$ cat src/rtl/if_id_stage.sv
// Elastic IF/ID pipeline stage: main + skid register pair with valid/ready handshake,
// synchronous flush that inserts NOPs, and saturating stall/flush event counters.
module if_id_stage #(
    parameter int                  PC_W      = 32,
    parameter int                  INSTR_W   = 32,
    parameter logic [INSTR_W-1:0]  NOP_INSTR = 32'h0000_0000,
    parameter int                  CNT_W     = 16
) (
    input  logic               clk,
    input  logic               rst,
    input  logic               flush,
    input  logic               in_valid,
    output logic               in_ready,
    input  logic [PC_W-1:0]    in_pc,
    input  logic [INSTR_W-1:0] in_instr,
    output logic               out_valid,
    input  logic               out_ready,
    output logic [PC_W-1:0]    out_pc,
    output logic [INSTR_W-1:0] out_instr,
    output logic [1:0]         occupancy,
    output logic [CNT_W-1:0]   stall_cnt,
    output logic [CNT_W-1:0]   flush_cnt
);

    typedef enum logic [1:0] {
        EMPTY = 2'd0,
        ONE   = 2'd1,
        TWO   = 2'd2
    } state_t;

    localparam logic [CNT_W-1:0] CNT_MAX = {CNT_W{1'b1}};
    localparam logic [CNT_W-1:0] CNT_ONE = {{(CNT_W-1){1'b0}}, 1'b1};

    state_t             state_r;
    state_t             state_nxt_s;
    logic               in_ready_r;
    logic               out_valid_r;
    logic [PC_W-1:0]    main_pc_r;
    logic [INSTR_W-1:0] main_instr_r;
    logic [PC_W-1:0]    skid_pc_r;
    logic [INSTR_W-1:0] skid_instr_r;
    logic [CNT_W-1:0]   stall_cnt_r;
    logic [CNT_W-1:0]   flush_cnt_r;
    logic               accept_s;
    logic               pop_s;
    logic               load_main_in_s;
    logic               load_main_skid_s;
    logic               load_skid_s;

    assign accept_s = in_valid & in_ready_r;
    assign pop_s    = out_valid_r & out_ready;

    // Next-state and register-load decode; flush overrides every transition.
    always_comb begin
        state_nxt_s      = state_r;
        load_main_in_s   = 1'b0;
        load_main_skid_s = 1'b0;
        load_skid_s      = 1'b0;
        if (flush) begin
            state_nxt_s = EMPTY;
        end else begin
            case (state_r)
                EMPTY: begin
                    if (accept_s) begin
                        state_nxt_s    = ONE;
                        load_main_in_s = 1'b1;
                    end else begin
                        state_nxt_s = EMPTY;
                    end
                end
                ONE: begin
                    if (accept_s && pop_s) begin
                        load_main_in_s = 1'b1;
                    end else if (accept_s) begin
                        state_nxt_s = TWO;
                        load_skid_s = 1'b1;
                    end else if (pop_s) begin
                        state_nxt_s = EMPTY;
                    end else begin
                        state_nxt_s = ONE;
                    end
                end
                TWO: begin
                    if (pop_s) begin
                        state_nxt_s      = ONE;
                        load_main_skid_s = 1'b1;
                    end else begin
                        state_nxt_s = TWO;
                    end
                end
                default: begin
                    state_nxt_s = EMPTY;
                end
            endcase
        end
    end

    // State register; ready/valid are registered from the next state so they depend on state only.
    always_ff @(posedge clk or posedge rst) begin
        if (rst) begin
            state_r     <= EMPTY;
            in_ready_r  <= 1'b1;
            out_valid_r <= 1'b0;
        end else begin
            state_r     <= state_nxt_s;
            in_ready_r  <= (state_nxt_s != TWO);
            out_valid_r <= (state_nxt_s != EMPTY);
        end
    end

    // Main and skid data registers; flush wipes both to the NOP bundle.
    always_ff @(posedge clk or posedge rst) begin
        if (rst) begin
            main_pc_r    <= {PC_W{1'b0}};
            main_instr_r <= NOP_INSTR;
            skid_pc_r    <= {PC_W{1'b0}};
            skid_instr_r <= NOP_INSTR;
        end else if (flush) begin
            main_pc_r    <= {PC_W{1'b0}};
            main_instr_r <= NOP_INSTR;
            skid_pc_r    <= {PC_W{1'b0}};
            skid_instr_r <= NOP_INSTR;
        end else begin
            if (load_main_in_s) begin
                main_pc_r    <= in_pc;
                main_instr_r <= in_instr;
            end else if (load_main_skid_s) begin
                main_pc_r    <= skid_pc_r;
                main_instr_r <= skid_instr_r;
            end else begin
                main_pc_r    <= main_pc_r;
                main_instr_r <= main_instr_r;
            end
            if (load_skid_s) begin
                skid_pc_r    <= in_pc;
                skid_instr_r <= in_instr;
            end else begin
                skid_pc_r    <= skid_pc_r;
                skid_instr_r <= skid_instr_r;
            end
        end
    end

    // Saturating stall and flush counters; a stall during a flush cycle still counts.
    always_ff @(posedge clk or posedge rst) begin
        if (rst) begin
            stall_cnt_r <= {CNT_W{1'b0}};
            flush_cnt_r <= {CNT_W{1'b0}};
        end else begin
            if (out_valid_r && !out_ready && (stall_cnt_r != CNT_MAX)) begin
                stall_cnt_r <= stall_cnt_r + CNT_ONE;
            end else begin
                stall_cnt_r <= stall_cnt_r;
            end
            if (flush && (state_r != EMPTY) && (flush_cnt_r != CNT_MAX)) begin
                flush_cnt_r <= flush_cnt_r + CNT_ONE;
            end else begin
                flush_cnt_r <= flush_cnt_r;
            end
        end
    end

    assign in_ready  = in_ready_r;
    assign out_valid = out_valid_r;
    assign out_pc    = main_pc_r;
    assign out_instr = out_valid_r ? main_instr_r : NOP_INSTR;
    assign occupancy = state_r;
    assign stall_cnt = stall_cnt_r;
    assign flush_cnt = flush_cnt_r;

endmodule

$ cat config.mk
export PLATFORM = sky130hd
export DESIGN_NAME = if_id_stage
export DESIGN_NICKNAME = d
export VERILOG_FILES = /design/src/rtl/if_id_stage.sv
export SDC_FILE = /design/constraint.sdc
export NUM_CORES = 1
export LEC_CHECK = 0
export CORE_ASPECT_RATIO = 1.25
export CORE_MARGIN = 4
export CORE_UTILIZATION = 55
export DETAILED_ROUTE_END_ITERATION = 8
export PLACE_DENSITY = 0.86
export SLEW_MARGIN = 20
export SYNTH_ARGS = -nofsm -noshare
export SYNTH_HDL_FRONTEND = slang
export SYNTH_SLANG_ARGS = --single-unit
export TNS_END_PERCENT = 5
$ cat constraint.sdc
create_clock -name clk -period 11.45 [get_ports clk]
set_clock_uncertainty 0.2 [all_clocks]
set_input_delay 1.7175 -clock clk [delete_from_list [all_inputs] [get_ports clk]]
set_output_delay 1.7175 -clock clk [all_outputs]
set_load 0.01 [all_outputs]
==> impl_metrics.prom, run 1 <==
# TYPE chip_impl_metric gauge
chip_impl_metric{name="syn_avg_cell_area",unit="µm²"} 8.99
chip_impl_metric{name="fmaxAchievable",unit="MHz"} 250
chip_impl_metric{name="setup-violations-final",unit=""} 0
chip_impl_metric{name="hold_viol",unit=""} 0
chip_impl_metric{name="start_util",unit="%"} 56.3
chip_impl_metric{name="row_count",unit=""} 47
chip_impl_info{name="crit_path_end_kind",value="flop"} 1
chip_impl_metric{name="cp_data_arrival_time",unit="ns"} 4.13
chip_impl_metric{name="static_leakage",unit="nW"} 4.44
chip_impl_metric{name="grt_overflow_total",unit=""} 0
chip_impl_metric{name="wl",unit="µm"} 19300
chip_impl_metric{name="die_w",unit="µm"} 112
chip_impl_metric{name="critPathRequiredTime",unit="ns"} 11.57
chip_impl_metric{name="grt_pass1_vias",unit=""} 6661
chip_impl_metric{name="min_period_over_period",unit="%"} 35.0
chip_impl_metric{name="hold_slack",unit="ns"} 0.319
chip_impl_metric{name="timing.critical_path.slowest_cell_delay",unit="ns"} 0.67
chip_impl_metric{name="grt_first_pass_wirelength",unit="µm"} 32400
chip_impl_metric{name="timing.setup.tns",unit="ns"} 0
chip_impl_info{name="cp-start-kind",value="input pin"} 1
chip_impl_metric{name="power_frac_clock",unit="%"} 38.0
chip_impl_metric{name="groute.usage.overall",unit="%"} 25.2
chip_impl_metric{name="post_cts.repair.setup_buffers",unit=""} 0
chip_impl_metric{name="largest_voltage_drop_on_the_vdd_net",unit="mV"} 0.0980
chip_impl_metric{name="areaGrowthSynthToFinish",unit="%"} 30.8
chip_impl_metric{name="internal-power",unit="mW"} 1.16
chip_impl_info{name="most_frequent_cell_after_synthesis",value="sky130_fd_sc_hd__nor2_1"} 1
chip_impl_metric{name="cts.reportedPaths.clkPinSlew",unit="ns"} 0.07
chip_impl_metric{name="die_height",unit="µm"} 138
chip_impl_metric{name="post-route-drc-count",unit=""} 0
chip_impl_metric{name="power.switching",unit="µW"} 456
chip_impl_metric{name="yosysUniqueCellTypes",unit=""} 47
chip_impl_metric{name="seq_area_frac_synth",unit="%"} 54.8
chip_impl_metric{name="design.final.nets",unit=""} 1043
chip_impl_metric{name="top_level_ports",unit=""} 169
chip_impl_info{name="synth_ff_type",value="sky130_fd_sc_hd__dfrtp_1"} 1
chip_impl_info{name="result_of_the_run",value="complete, no violations"} 1
chip_impl_metric{name="synthArstFlopShare",unit="%"} 100
chip_impl_metric{name="synth_area",unit="µm²"} 7490
chip_impl_metric{name="hpwl_after_detailed_placement",unit="µm"} 12300
chip_impl_info{name="synth_area_leaders",value="sky130_fd_sc_hd__dfrtp_1, sky130_fd_sc_hd__nor2_1, sky130_fd_sc_hd__nand2_1"} 1
chip_impl_metric{name="antenna_found_initial",unit=""} 0
chip_impl_metric{name="cts.sink_count",unit=""} 164
chip_impl_metric{name="ys_ff_latch",unit=""} 164
chip_impl_metric{name="p_sw_share",unit="%"} 28.1
chip_impl_metric{name="avgViaCountPerCell",unit=""} 5.66
chip_impl_metric{name="final_layout_size_suffix_gt1_share",unit="%"} 5.99
chip_impl_info{name="rsz_0062_raised_after_global_routing",value="no"} 1
chip_impl_metric{name="seq_power_share",unit="%"} 43.0
chip_impl_metric{name="antenna_cells",unit=""} 0
chip_impl_metric{name="worstMarginPinSlew",unit="ns"} 1.14
chip_impl_metric{name="buffer_ports.inserted",unit=""} 168
chip_impl_metric{name="number_of_enable_type_register_cells_in_the_synthesized_netlist",unit=""} 0
chip_impl_metric{name="path_max_fanout",unit=""} 43
chip_impl_metric{name="die_area",unit="µm²"} 15600
chip_impl_metric{name="mappedNetlistNets",unit=""} 904
chip_impl_metric{name="grt_start_max_net_pins",unit=""} 92
chip_impl_info{name="slowest_stage",value="sky130_fd_sc_hd__nor3_4"} 1
chip_impl_info{name="cts_root_buffer",value="sky130_fd_sc_hd__clkbuf_16"} 1
chip_impl_info{name="synth_largest_area_cell",value="sky130_fd_sc_hd__dfrtp_1"} 1
chip_impl_metric{name="antenna_violating_nets_post_route",unit=""} 0
chip_impl_info{name="worst_hold_path_type",value="flop to flop"} 1
chip_impl_metric{name="cts_resized",unit=""} 0
chip_impl_metric{name="max_cap_viol_count",unit=""} 0
chip_impl_metric{name="clock_buffer_count_from_cts",unit=""} 17
chip_impl_metric{name="slew_viol_final",unit=""} 0
chip_impl_info{name="tritoncts_clock_tree",value="built"} 1
chip_impl_metric{name="holdBufCountCts",unit=""} 0
chip_impl_metric{name="finalWeightedCongestion",unit=""} 0.789
chip_impl_metric{name="post_synth_inst_count",unit=""} 833
chip_impl_info{name="synthTopCellsByCount",value="sky130_fd_sc_hd__nor2_1, sky130_fd_sc_hd__dfrtp_1, sky130_fd_sc_hd__nand2_1"} 1
chip_impl_metric{name="insertion_delay",unit="ns"} 0.41
chip_impl_metric{name="max-clock-path-buffers",unit=""} 2
chip_impl_metric{name="combPwrFrac",unit="%"} 19.0
chip_impl_metric{name="synth_top_cell_area_share",unit="%"} 54.5
chip_impl_metric{name="power_density",unit="nW/µm²"} 165
chip_impl_metric{name="synth.yosys.warnings",unit=""} 0
chip_impl_metric{name="slew_headroom",unit="%"} 23.3
chip_impl_metric{name="detail_route.iter0.violations",unit=""} 575
chip_impl_metric{name="route.detailed.wl_per_inst",unit="µm"} 16.7
chip_impl_info{name="crit_path_cell_trace",value="clkdlybuf4s50_1, a21bo_2, nor3_4, buf_4, nand2_1, a21oi_1"} 1
chip_impl_metric{name="h-tree-depth",unit=""} 4
chip_impl_metric{name="core_area",unit="µm²"} 13300
chip_impl_metric{name="detailroute.via_count",unit=""} 6546
chip_impl_metric{name="drtPass1Iterations",unit=""} 5
chip_impl_info{name="setup.worst_path.class",value="input pin to flop"} 1
chip_impl_metric{name="shortest_period_the_worst_path_allows",unit="ns"} 4.01
## critical path: cells and delay by family
family                 cells  cell delay, ns
AOI/OAI and AO/OA          2            0.48
buffers and inverters      2            1.14
and+or+nand+nor            2            0.77
## flip-flops by register name, summed over array words and instances, names as in the netlist
| register | cells |
|---|---|
| skid_pc_r | 32 |
| main_instr_r | 32 |
| skid_instr_r | 32 |
| out_valid | 1 |
| occupancy | 2 |
| out_pc | 32 |
| stall_cnt | 16 |
| in_ready | 1 |
| flush_cnt | 16 |
## cell families (layout without fill, tap and decap cells)
group,after synthesis,in the layout,synth area share (%)
simple gates,502,502,31.5
flops,164,164,54.8
compound gates,75,75,5.53
buf+inv,60,212,4.06
xor+xnor,25,25,2.92
mux,5,5,0.802
fa+ha+maj,2,2,0.334
## layout make-up
class	instances	area, µm²
clock buffer	19	443
clock inverter	13	196
fill	989	3500
inverter	5	23.8
multi-input combinational	609	3080
sequential	164	4110
tap	171	214
timing repair buffer	175	1730
## worst paths after layout
kind | slack (ns) | depth (start not counted) | to | start
setup / recovery | 7.44 | 6 | skid_instr_r[20]$_DFFE_PP0P_ | out_ready
hold / removal | 0.32 | 1 | stall_cnt[5]$_DFFE_PP0P_ | stall_cnt[5]$_DFFE_PP0P_
setup reg to reg | 8.66 | 5 | skid_instr_r[20]$_DFFE_PP0P_ | out_valid$_DFF_PP0_
hold reg to reg | 0.32 | 1 | stall_cnt[5]$_DFFE_PP0P_ | stall_cnt[5]$_DFFE_PP0P_
max in group asynchronous | 7.93 | 3 | out_valid$_DFF_PP0_ | rst
min in group asynchronous | 1.64 | 2 | stall_cnt[14]$_DFFE_PP0P_ | rst
## metrics by stage
stage | setup WS (ns) | utilization (%) | power, mW | instances | cell area (µm²)
detailed placement | 7.10 | 68.9 | 1.01 | 1124 | 9150
global placement | 7.19 | 68.9 | 1.01 | 1124 | 9150
global route | 7.26 | 73.7 | 1.69 | 1156 | 9790
CTS | 7.13 | 73.7 | 1.63 | 1156 | 9790
floorplan | 5.10 | - | 0.864 | 833 | 7490
finish | 7.44 | 73.7 | 1.62 | 1156 | 9790
## metal layers
metal | GRT usage (%) | vias up | wire length (µm)
met5 | 0 | - | 0
met4 | 8.99 | 0 | 439
met3 | 4.85 | 36 | 1090
met2 | 42.3 | 269 | 9930
met1 | 32.7 | 3184 | 7880
li1 | - | 3057 | -
## placed cells by master, fill, tap and decap left out, types with 2 or more instances in the layout
cell                              Yosys  routed
sky130_fd_sc_hd__a21oi_1             67      67
sky130_fd_sc_hd__and2_1              32      32
sky130_fd_sc_hd__and3_1               4       4
sky130_fd_sc_hd__and4_1               5       5
sky130_fd_sc_hd__buf_4                1       8
sky130_fd_sc_hd__bufinv_16            0       4
sky130_fd_sc_hd__clkbuf_16            0      17
sky130_fd_sc_hd__clkdlybuf4s50_1      0     167
sky130_fd_sc_hd__clkinv_4             0       2
sky130_fd_sc_hd__dfrtp_1            163     162
sky130_fd_sc_hd__ha_1                 2       2
sky130_fd_sc_hd__inv_1                5       4
sky130_fd_sc_hd__inv_6                0       5
sky130_fd_sc_hd__mux2_1               3       3
sky130_fd_sc_hd__nand2_1            143     143
sky130_fd_sc_hd__nand3_1             10      10
sky130_fd_sc_hd__nand4_1              9       9
sky130_fd_sc_hd__nor2_1             207     207
sky130_fd_sc_hd__nor3_1               5       5
sky130_fd_sc_hd__nor3b_1              2       2
sky130_fd_sc_hd__nor4_1              66      66
sky130_fd_sc_hd__nor4_2               2       2
sky130_fd_sc_hd__nor4_4               2       2
sky130_fd_sc_hd__nor4b_1              2       2
sky130_fd_sc_hd__or3_2                0       2
sky130_fd_sc_hd__xnor2_1              7       7
sky130_fd_sc_hd__xor2_1              18      18
## power groups by stage
stage / clock (mW) / sequential, mW / combinational (mW)
floorplan: 0 / 0.704 / 0.159
global placement: 0 / 0.704 / 0.302
detailed placement: 0 / 0.706 / 0.309
CTS: 0.624 / 0.696 / 0.312
global route: 0.647 / 0.706 / 0.339
finish: 0.615 / 0.697 / 0.308
No activity file was read; power rests on OpenSTA's default activity.
==> run 2, diff against run 1 <==
--- a/config.mk
+++ b/config.mk
@@ -7,9 +7,9 @@
 export LEC_CHECK = 0
 export CORE_ASPECT_RATIO = 1.25
 export CORE_MARGIN = 4
-export CORE_UTILIZATION = 55
+export CORE_UTILIZATION = 51
 export DETAILED_ROUTE_END_ITERATION = 8
-export PLACE_DENSITY = 0.86
+export PLACE_DENSITY = 0.81
 export SLEW_MARGIN = 20
 export SYNTH_ARGS = -nofsm -noshare
 export SYNTH_HDL_FRONTEND = slang
==> constraint.sdc (replaced) <==
create_clock -name clk -period 3.8 [get_ports clk]
set_clock_uncertainty 0.2 [all_clocks]
set_input_delay 0.57 -clock clk [delete_from_list [all_inputs] [get_ports clk]]
set_output_delay 0.57 -clock clk [all_outputs]
set_load 0.01 [all_outputs]
==> run 2 against run 1 <==
Wire length down 0.61%. Total power grew to 3.0 times the previous value. First-iteration DRC count down 3.8%. Die area up 7.3%. Core utilization is 5.4 points lower. Highest routed layer unchanged. Largest cell class unchanged. Combinational power rose to 3.1 times the previous value. Worst setup slack got worse by 6.5 ns. Clock power rose to 2.8 times the previous value. Design area is 0.47% higher. Global-route usage fell by 1.8 points. Count of clock-buffer cells in the layout is 1 lower. Worst hold slack got worse by 0.017 ns. Largest power group unchanged.
==> impl_metrics.prom, run 2 (synthesis results as in run 1) <==
# TYPE chip_impl_metric gauge
chip_impl_info{name="result_of_the_run",value="complete, no violations"} 1
chip_impl_metric{name="die_w",unit="µm"} 116
chip_impl_metric{name="min_period_over_period",unit="%"} 76.0
chip_impl_metric{name="buffer_ports.inserted",unit=""} 168
chip_impl_info{name="cp-start-kind",value="flop"} 1
chip_impl_metric{name="hold_slack",unit="ns"} 0.302
chip_impl_metric{name="setup-violations-final",unit=""} 0
chip_impl_metric{name="critical_path.n_buffers_inverters",unit=""} 2
chip_impl_metric{name="post_cts.repair.setup_buffers",unit=""} 0
chip_impl_metric{name="cts_resized",unit=""} 0
chip_impl_metric{name="finalWeightedCongestion",unit=""} 0.825
chip_impl_info{name="layout_commonest_cell",value="sky130_fd_sc_hd__nor2_1"} 1
chip_impl_metric{name="die_area",unit="µm²"} 16700
chip_impl_metric{name="clock_buffer_count_from_cts",unit=""} 17
chip_impl_metric{name="power_density",unit="nW/µm²"} 487
chip_impl_metric{name="shortest_period_the_worst_path_allows",unit="ns"} 2.89
chip_impl_info{name="worstReg2RegStart",value="occupancy[1]$_DFF_PP0_"} 1
chip_impl_metric{name="post-route-drc-count",unit=""} 0
chip_impl_metric{name="max_cap_viol_count",unit=""} 0
chip_impl_metric{name="detail_route.iter0.violations",unit=""} 553
chip_impl_metric{name="core_area",unit="µm²"} 14400
chip_impl_metric{name="post-route-cell-area",unit="µm²"} 9840
chip_impl_metric{name="n_fill_cell",unit=""} 1107
chip_impl_info{name="worst_path_dominant_cell_family",value="buffers and inverters"} 1
chip_impl_metric{name="slew_viol_final",unit=""} 0
chip_impl_metric{name="antenna_cells",unit=""} 0
chip_impl_metric{name="layout_setup_ws",unit="ns"} 0.912
chip_impl_metric{name="final_core_utilization",unit="%"} 68.3
chip_impl_metric{name="detailroute.via_count",unit=""} 6444
chip_impl_metric{name="die_height",unit="µm"} 143
chip_impl_metric{name="wl",unit="µm"} 19200
chip_impl_info{name="layout_common_cells",value="sky130_fd_sc_hd__nor2_1, sky130_fd_sc_hd__clkdlybuf4s50_1, sky130_fd_sc_hd__dfrtp_1"} 1
chip_impl_metric{name="cts.reportedPaths.clkPinSlew",unit="ns"} 0.07
chip_impl_info{name="setup.worst_path.class",value="flop to output pin"} 1
chip_impl_metric{name="timing.setup.tns",unit="ns"} 0
chip_impl_info{name="crit_path_cell_trace",value="buf_4, and2_1, clkdlybuf4s50_1"} 1
chip_impl_metric{name="timing.critical_path.slowest_cell_delay",unit="ns"} 0.60
chip_impl_info{name="worst_setup_path_startpoint",value="out_valid$_DFF_PP0_"} 1
chip_impl_metric{name="static_leakage",unit="nW"} 4.46
chip_impl_metric{name="h-tree-depth",unit=""} 4
chip_impl_metric{name="max-clock-path-buffers",unit=""} 2
chip_impl_metric{name="total_power",unit="mW"} 4.79
chip_impl_metric{name="grt_pass1_vias",unit=""} 6392
chip_impl_info{name="slowest_stage",value="sky130_fd_sc_hd__dfrtp_1"} 1
chip_impl_metric{name="groute.usage.overall",unit="%"} 23.4
chip_impl_metric{name="fmaxAchievable",unit="MHz"} 346
chip_impl_metric{name="hpwl_after_detailed_placement",unit="µm"} 12300
chip_impl_metric{name="row_count",unit=""} 49
chip_impl_metric{name="pre_cts_slack",unit="ns"} 0.871
chip_impl_metric{name="place.detailed.instances",unit=""} 1136
chip_impl_metric{name="design.final.nets",unit=""} 1048
chip_impl_metric{name="grt_first_pass_wirelength",unit="µm"} 31400
chip_impl_metric{name="multiInputGateArea",unit="µm²"} 3080
chip_impl_metric{name="final_cells",unit=""} 1168
chip_impl_metric{name="cp_data_arrival_time",unit="ns"} 2.12
chip_impl_info{name="worst_hold_path_type",value="flop to flop"} 1
chip_impl_info{name="rsz_0062_raised_after_global_routing",value="no"} 1
chip_impl_metric{name="grt_start_max_net_pins",unit=""} 165
chip_impl_info{name="crit_path_end_kind",value="output pin"} 1
chip_impl_metric{name="final_layout_size_suffix_gt1_share",unit="%"} 6.46
chip_impl_metric{name="top_level_ports",unit=""} 169
chip_impl_metric{name="post_dp_cell_area",unit="µm²"} 9240
chip_impl_info{name="cts_root_buffer",value="sky130_fd_sc_hd__clkbuf_16"} 1
chip_impl_metric{name="avgViaCountPerCell",unit=""} 5.52
chip_impl_metric{name="hold_viol",unit=""} 0
chip_impl_metric{name="path_max_fanout",unit=""} 30
chip_impl_metric{name="largest_voltage_drop_on_the_vdd_net",unit="mV"} 0.319
chip_impl_metric{name="grt_overflow_total",unit=""} 0
chip_impl_metric{name="insertion_delay",unit="ns"} 0.41
chip_impl_metric{name="area_taken_by_flip_flops_and_latches",unit="µm²"} 4110
chip_impl_metric{name="start_util",unit="%"} 52.0
chip_impl_metric{name="drtPass1Iterations",unit=""} 5
chip_impl_metric{name="worstMarginPinSlew",unit="ns"} 1.07
chip_impl_info{name="hold_start",value="stall_cnt[14]$_DFFE_PP0P_"} 1
chip_impl_metric{name="critPathRequiredTime",unit="ns"} 3.03
chip_impl_metric{name="holdBufCountCts",unit=""} 0
chip_impl_metric{name="areaGrowthSynthToFinish",unit="%"} 31.5
chip_impl_metric{name="cts.sink_count",unit=""} 164
chip_impl_metric{name="slew_headroom",unit="%"} 28.2
chip_impl_info{name="tritoncts_clock_tree",value="built"} 1
chip_impl_metric{name="antenna_violating_nets_post_route",unit=""} 0
chip_impl_metric{name="antenna_found_initial",unit=""} 0
chip_impl_metric{name="route.detailed.wl_per_inst",unit="µm"} 16.5
run 2: changes by cell type in the layout (fill, tap and decap cells not counted), sizes merged:
cell / before / now
bufinv: 4 / 2
clkinvlp: 1 / 2
clkbuf: 19 / 18
inv: 10 / 11
buf: 8 / 13
clkinv: 3 / 4
run 2: cell type report:
| cell class | count | area share [%] |
|---|---|---|
| sequential | 164 | 41.7 |
| multi-input combinational | 609 | 31.3 |
| timing repair buffer | 180 | 18.4 |
| clock buffer | 18 | 4.46 |
| tap | 178 | 2.26 |
| clock inverter | 14 | 1.68 |
| inverter | 5 | 0.229 |
run 2: report_power, final:
part | switching [mW] | total [mW] | internal (mW)
clock network | 0.739 | 1.75 | 1.01
registers | 0.162 | 2.09 | 1.93
logic | 0.493 | 0.956 | 0.463
run 2: final timing paths:
path	to	slack, ns	depth (start not counted)
min	stall_cnt[14]$_DFFE_PP0P_	0.30	1
min in group asynchronous	flush_cnt[12]$_DFFE_PP0P_	0.50	3
min reg2reg	stall_cnt[14]$_DFFE_PP0P_	0.30	1
max	out_instr[11]	0.91	3
max reg2reg	flush_cnt[14]$_DFFE_PP0P_	1.34	4
max in group asynchronous	skid_instr_r[30]$_DFFE_PP0P_	2.15	3
run 2: worst register-to-register path: stages (launching register included):
cell                      delay, ns
sky130_fd_sc_hd__dfrtp_1       0.53
sky130_fd_sc_hd__o21ai_1       0.89
sky130_fd_sc_hd__nor4_1        0.21
sky130_fd_sc_hd__nand4_1       0.17
sky130_fd_sc_hd__mux2_1        0.33
run 2: layer usage:
layer	wire length, µm	global-route usage, %	vias to the layer above
met4	264	6.41	0
met5	0	0	-
met1	8040	30.7	3141
met3	1130	4.76	17
met2	9790	39.4	226
li1	-	-	3060
==> run 3, diff against run 2 <==
==> constraint.sdc (replaced) <==
create_clock -name clk -period 3 [get_ports clk]
set_clock_uncertainty 0.2 [all_clocks]
set_input_delay 0.45 -clock clk [delete_from_list [all_inputs] [get_ports clk]]
set_output_delay 0.45 -clock clk [all_outputs]
set_load 0.01 [all_outputs]
==> run 3 against run 2 <==
Critical path depth unchanged. Design area up 0.55%. Non-clock buffer count up 6. Sequential power up 26%. Via count up 1.6%. Clock power up 29%. Sequential share of layout area down 0.23 points. Sequential cell count unchanged. Wire length up 1.6%. First-iteration DRC count up 18%. Worst hold slack worse by 0.13 ns. Register-to-register slack worse by 0.75 ns. Largest cell class unchanged.
==> impl_metrics.prom, run 3 (synthesis results as in run 1) <==
# TYPE chip_impl_metric gauge
chip_impl_metric{name="die_height",unit="µm"} 143
chip_impl_metric{name="drtPass1Iterations",unit=""} 5
chip_impl_metric{name="grt_overflow_total",unit=""} 0
chip_impl_metric{name="final_cells",unit=""} 1174
chip_impl_metric{name="start_util",unit="%"} 52.0
chip_impl_metric{name="cts_resized",unit=""} 0
chip_impl_metric{name="max-clock-path-buffers",unit=""} 2
chip_impl_info{name="cp-start-kind",value="flop"} 1
chip_impl_info{name="layout_commonest_cell",value="sky130_fd_sc_hd__nor2_1"} 1
chip_impl_metric{name="detailroute.via_count",unit=""} 6545
chip_impl_info{name="worst_path_dominant_cell_family",value="buffers and inverters"} 1
chip_impl_metric{name="core_area",unit="µm²"} 14400
chip_impl_metric{name="place.detailed.instances",unit=""} 1142
chip_impl_info{name="cts_root_buffer",value="sky130_fd_sc_hd__clkbuf_16"} 1
chip_impl_metric{name="cts.sink_count",unit=""} 164
chip_impl_metric{name="total_power",unit="mW"} 6.12
chip_impl_metric{name="hpwl_after_detailed_placement",unit="µm"} 12500
chip_impl_info{name="worst_setup_path_startpoint",value="out_valid$_DFF_PP0_"} 1
chip_impl_metric{name="max_cap_viol_count",unit=""} 0
chip_impl_info{name="worstReg2RegStart",value="out_valid$_DFF_PP0_"} 1
chip_impl_metric{name="post-route-cell-area",unit="µm²"} 9890
chip_impl_metric{name="grt_first_pass_wirelength",unit="µm"} 31900
chip_impl_metric{name="fmaxAchievable",unit="MHz"} 372
chip_impl_info{name="slowest_stage",value="sky130_fd_sc_hd__dfrtp_1"} 1
chip_impl_metric{name="design.final.nets",unit=""} 1054
chip_impl_metric{name="top_level_ports",unit=""} 169
chip_impl_metric{name="finalWeightedCongestion",unit=""} 0.811
chip_impl_metric{name="final_core_utilization",unit="%"} 68.7
chip_impl_metric{name="critPathRequiredTime",unit="ns"} 2.35
chip_impl_metric{name="reg2reg_depth",unit=""} 6
chip_impl_metric{name="grt_start_max_net_pins",unit=""} 95
chip_impl_metric{name="hold_viol",unit=""} 0
chip_impl_metric{name="slew_viol_final",unit=""} 0
chip_impl_metric{name="buffer_ports.inserted",unit=""} 168
chip_impl_metric{name="h-tree-depth",unit=""} 4
chip_impl_info{name="reg2reg_to",value="skid_instr_r[4]$_DFFE_PP0P_"} 1
chip_impl_metric{name="die_area",unit="µm²"} 16700
chip_impl_metric{name="antenna_violating_nets_post_route",unit=""} 0
chip_impl_metric{name="power_density",unit="nW/µm²"} 619
chip_impl_metric{name="grt_pass1_vias",unit=""} 6418
chip_impl_metric{name="slew_headroom",unit="%"} 35.1
chip_impl_metric{name="clock_buffer_count_from_cts",unit=""} 17
chip_impl_metric{name="path_max_fanout",unit=""} 16
chip_impl_info{name="tritoncts_clock_tree",value="built"} 1
chip_impl_metric{name="static_leakage",unit="nW"} 4.50
chip_impl_metric{name="timing.critical_path.slowest_cell_delay",unit="ns"} 0.62
chip_impl_metric{name="areaGrowthSynthToFinish",unit="%"} 32.2
chip_impl_metric{name="timing.setup.tns",unit="ns"} 0
chip_impl_metric{name="final_layout_size_suffix_gt1_share",unit="%"} 6.73
chip_impl_metric{name="die_w",unit="µm"} 116
chip_impl_metric{name="min_period_over_period",unit="%"} 89.7
chip_impl_metric{name="insertion_delay",unit="ns"} 0.42
chip_impl_metric{name="largest_voltage_drop_on_the_vdd_net",unit="mV"} 0.480
chip_impl_metric{name="detail_route.iter0.violations",unit=""} 652
chip_impl_metric{name="critical_path.n_buffers_inverters",unit=""} 2
chip_impl_metric{name="worstMarginPinSlew",unit="ns"} 0.974
chip_impl_metric{name="antenna_cells",unit=""} 0
chip_impl_metric{name="antenna_found_initial",unit=""} 0
chip_impl_metric{name="cp_data_arrival_time",unit="ns"} 2.04
chip_impl_metric{name="route.detailed.wl_per_inst",unit="µm"} 16.6
chip_impl_metric{name="groute.usage.overall",unit="%"} 24.0
chip_impl_info{name="setup.worst_path.class",value="flop to output pin"} 1
chip_impl_metric{name="cts.reportedPaths.clkPinSlew",unit="ns"} 0.06
chip_impl_info{name="crit_path_end_kind",value="output pin"} 1
chip_impl_metric{name="post_cts.repair.setup_buffers",unit=""} 0
chip_impl_metric{name="shortest_period_the_worst_path_allows",unit="ns"} 2.69
chip_impl_metric{name="setup-violations-final",unit=""} 0
chip_impl_metric{name="wl",unit="µm"} 19500
chip_impl_info{name="result_of_the_run",value="complete, no violations"} 1
chip_impl_info{name="worst_hold_path_type",value="input pin to async pin"} 1
chip_impl_metric{name="post_dp_cell_area",unit="µm²"} 9280
chip_impl_metric{name="avgViaCountPerCell",unit=""} 5.57
chip_impl_info{name="crit_path_cell_trace",value="buf_4, and2_1, clkdlybuf4s50_1"} 1
chip_impl_info{name="rsz_0062_raised_after_global_routing",value="no"} 1
chip_impl_metric{name="post-route-drc-count",unit=""} 0
chip_impl_metric{name="row_count",unit=""} 49
chip_impl_metric{name="ff2ff_setup_slack",unit="ns"} 0.59
chip_impl_metric{name="holdBufCountCts",unit=""} 0
chip_impl_info{name="layout_common_cells",value="sky130_fd_sc_hd__nor2_1, sky130_fd_sc_hd__clkdlybuf4s50_1, sky130_fd_sc_hd__dfrtp_1"} 1
run 3: metrics by stage:
stage / hold slack (ns) / setup slack [ns]
final: 0.168 / 0.310
after global routing: 0.192 / 0.188
after CTS: 0.164 / 0.292
after detailed placement: 0.291 / 0.338
after global placement: 0.280 / 0.397
after floorplan: 0.302 / 0.266
run 3: area by class of cell:
type	instances	area [µm²]
clock inverters	8	121
clock buffers	24	492
multi-input cells	609	3080
well taps	178	223
inverters	5	22.5
flip-flops and latches	164	4110
fillers	1135	4510
repair buffers	186	1850
run 3: where the power goes:
group          total (mW)  leakage, nW  switching (mW)  internal, mW
Combinational        1.22         1.99           0.631         0.589
Clock                2.26        0.301           0.859          1.40
Sequential           2.64         2.21           0.201          2.44
Total                6.12         4.50            1.69          4.43
run 3: layer usage:
layer | global-route usage [%] | vias up | wire length [µm]
met5 | 0 | - | 0
met4 | 9.65 | 0 | 512
met3 | 5.52 | 34 | 1250
met2 | 37.0 | 235 | 9530
met1 | 33.0 | 3198 | 8240
li1 | - | 3078 | -
run 3: worst max path at each step:
| stage | to | slack [ns] | cells after the start |
|---|---|---|---|
| 2_1_floorplan | flush_cnt[0]$_DFFE_PP0P_ | 0.27 | 1 |
| 3_3_place_gp | skid_pc_r[0]$_DFFE_PP0P_ | 0.40 | 6 |
| 3_5_place_dp | skid_instr_r[4]$_DFFE_PP0P_ | 0.34 | 6 |
| 4_1_cts | out_instr[31] | 0.29 | 3 |
| 5_1_grt | out_instr[9] | 0.19 | 3 |
| 6_report | out_instr[31] | 0.31 | 3 |
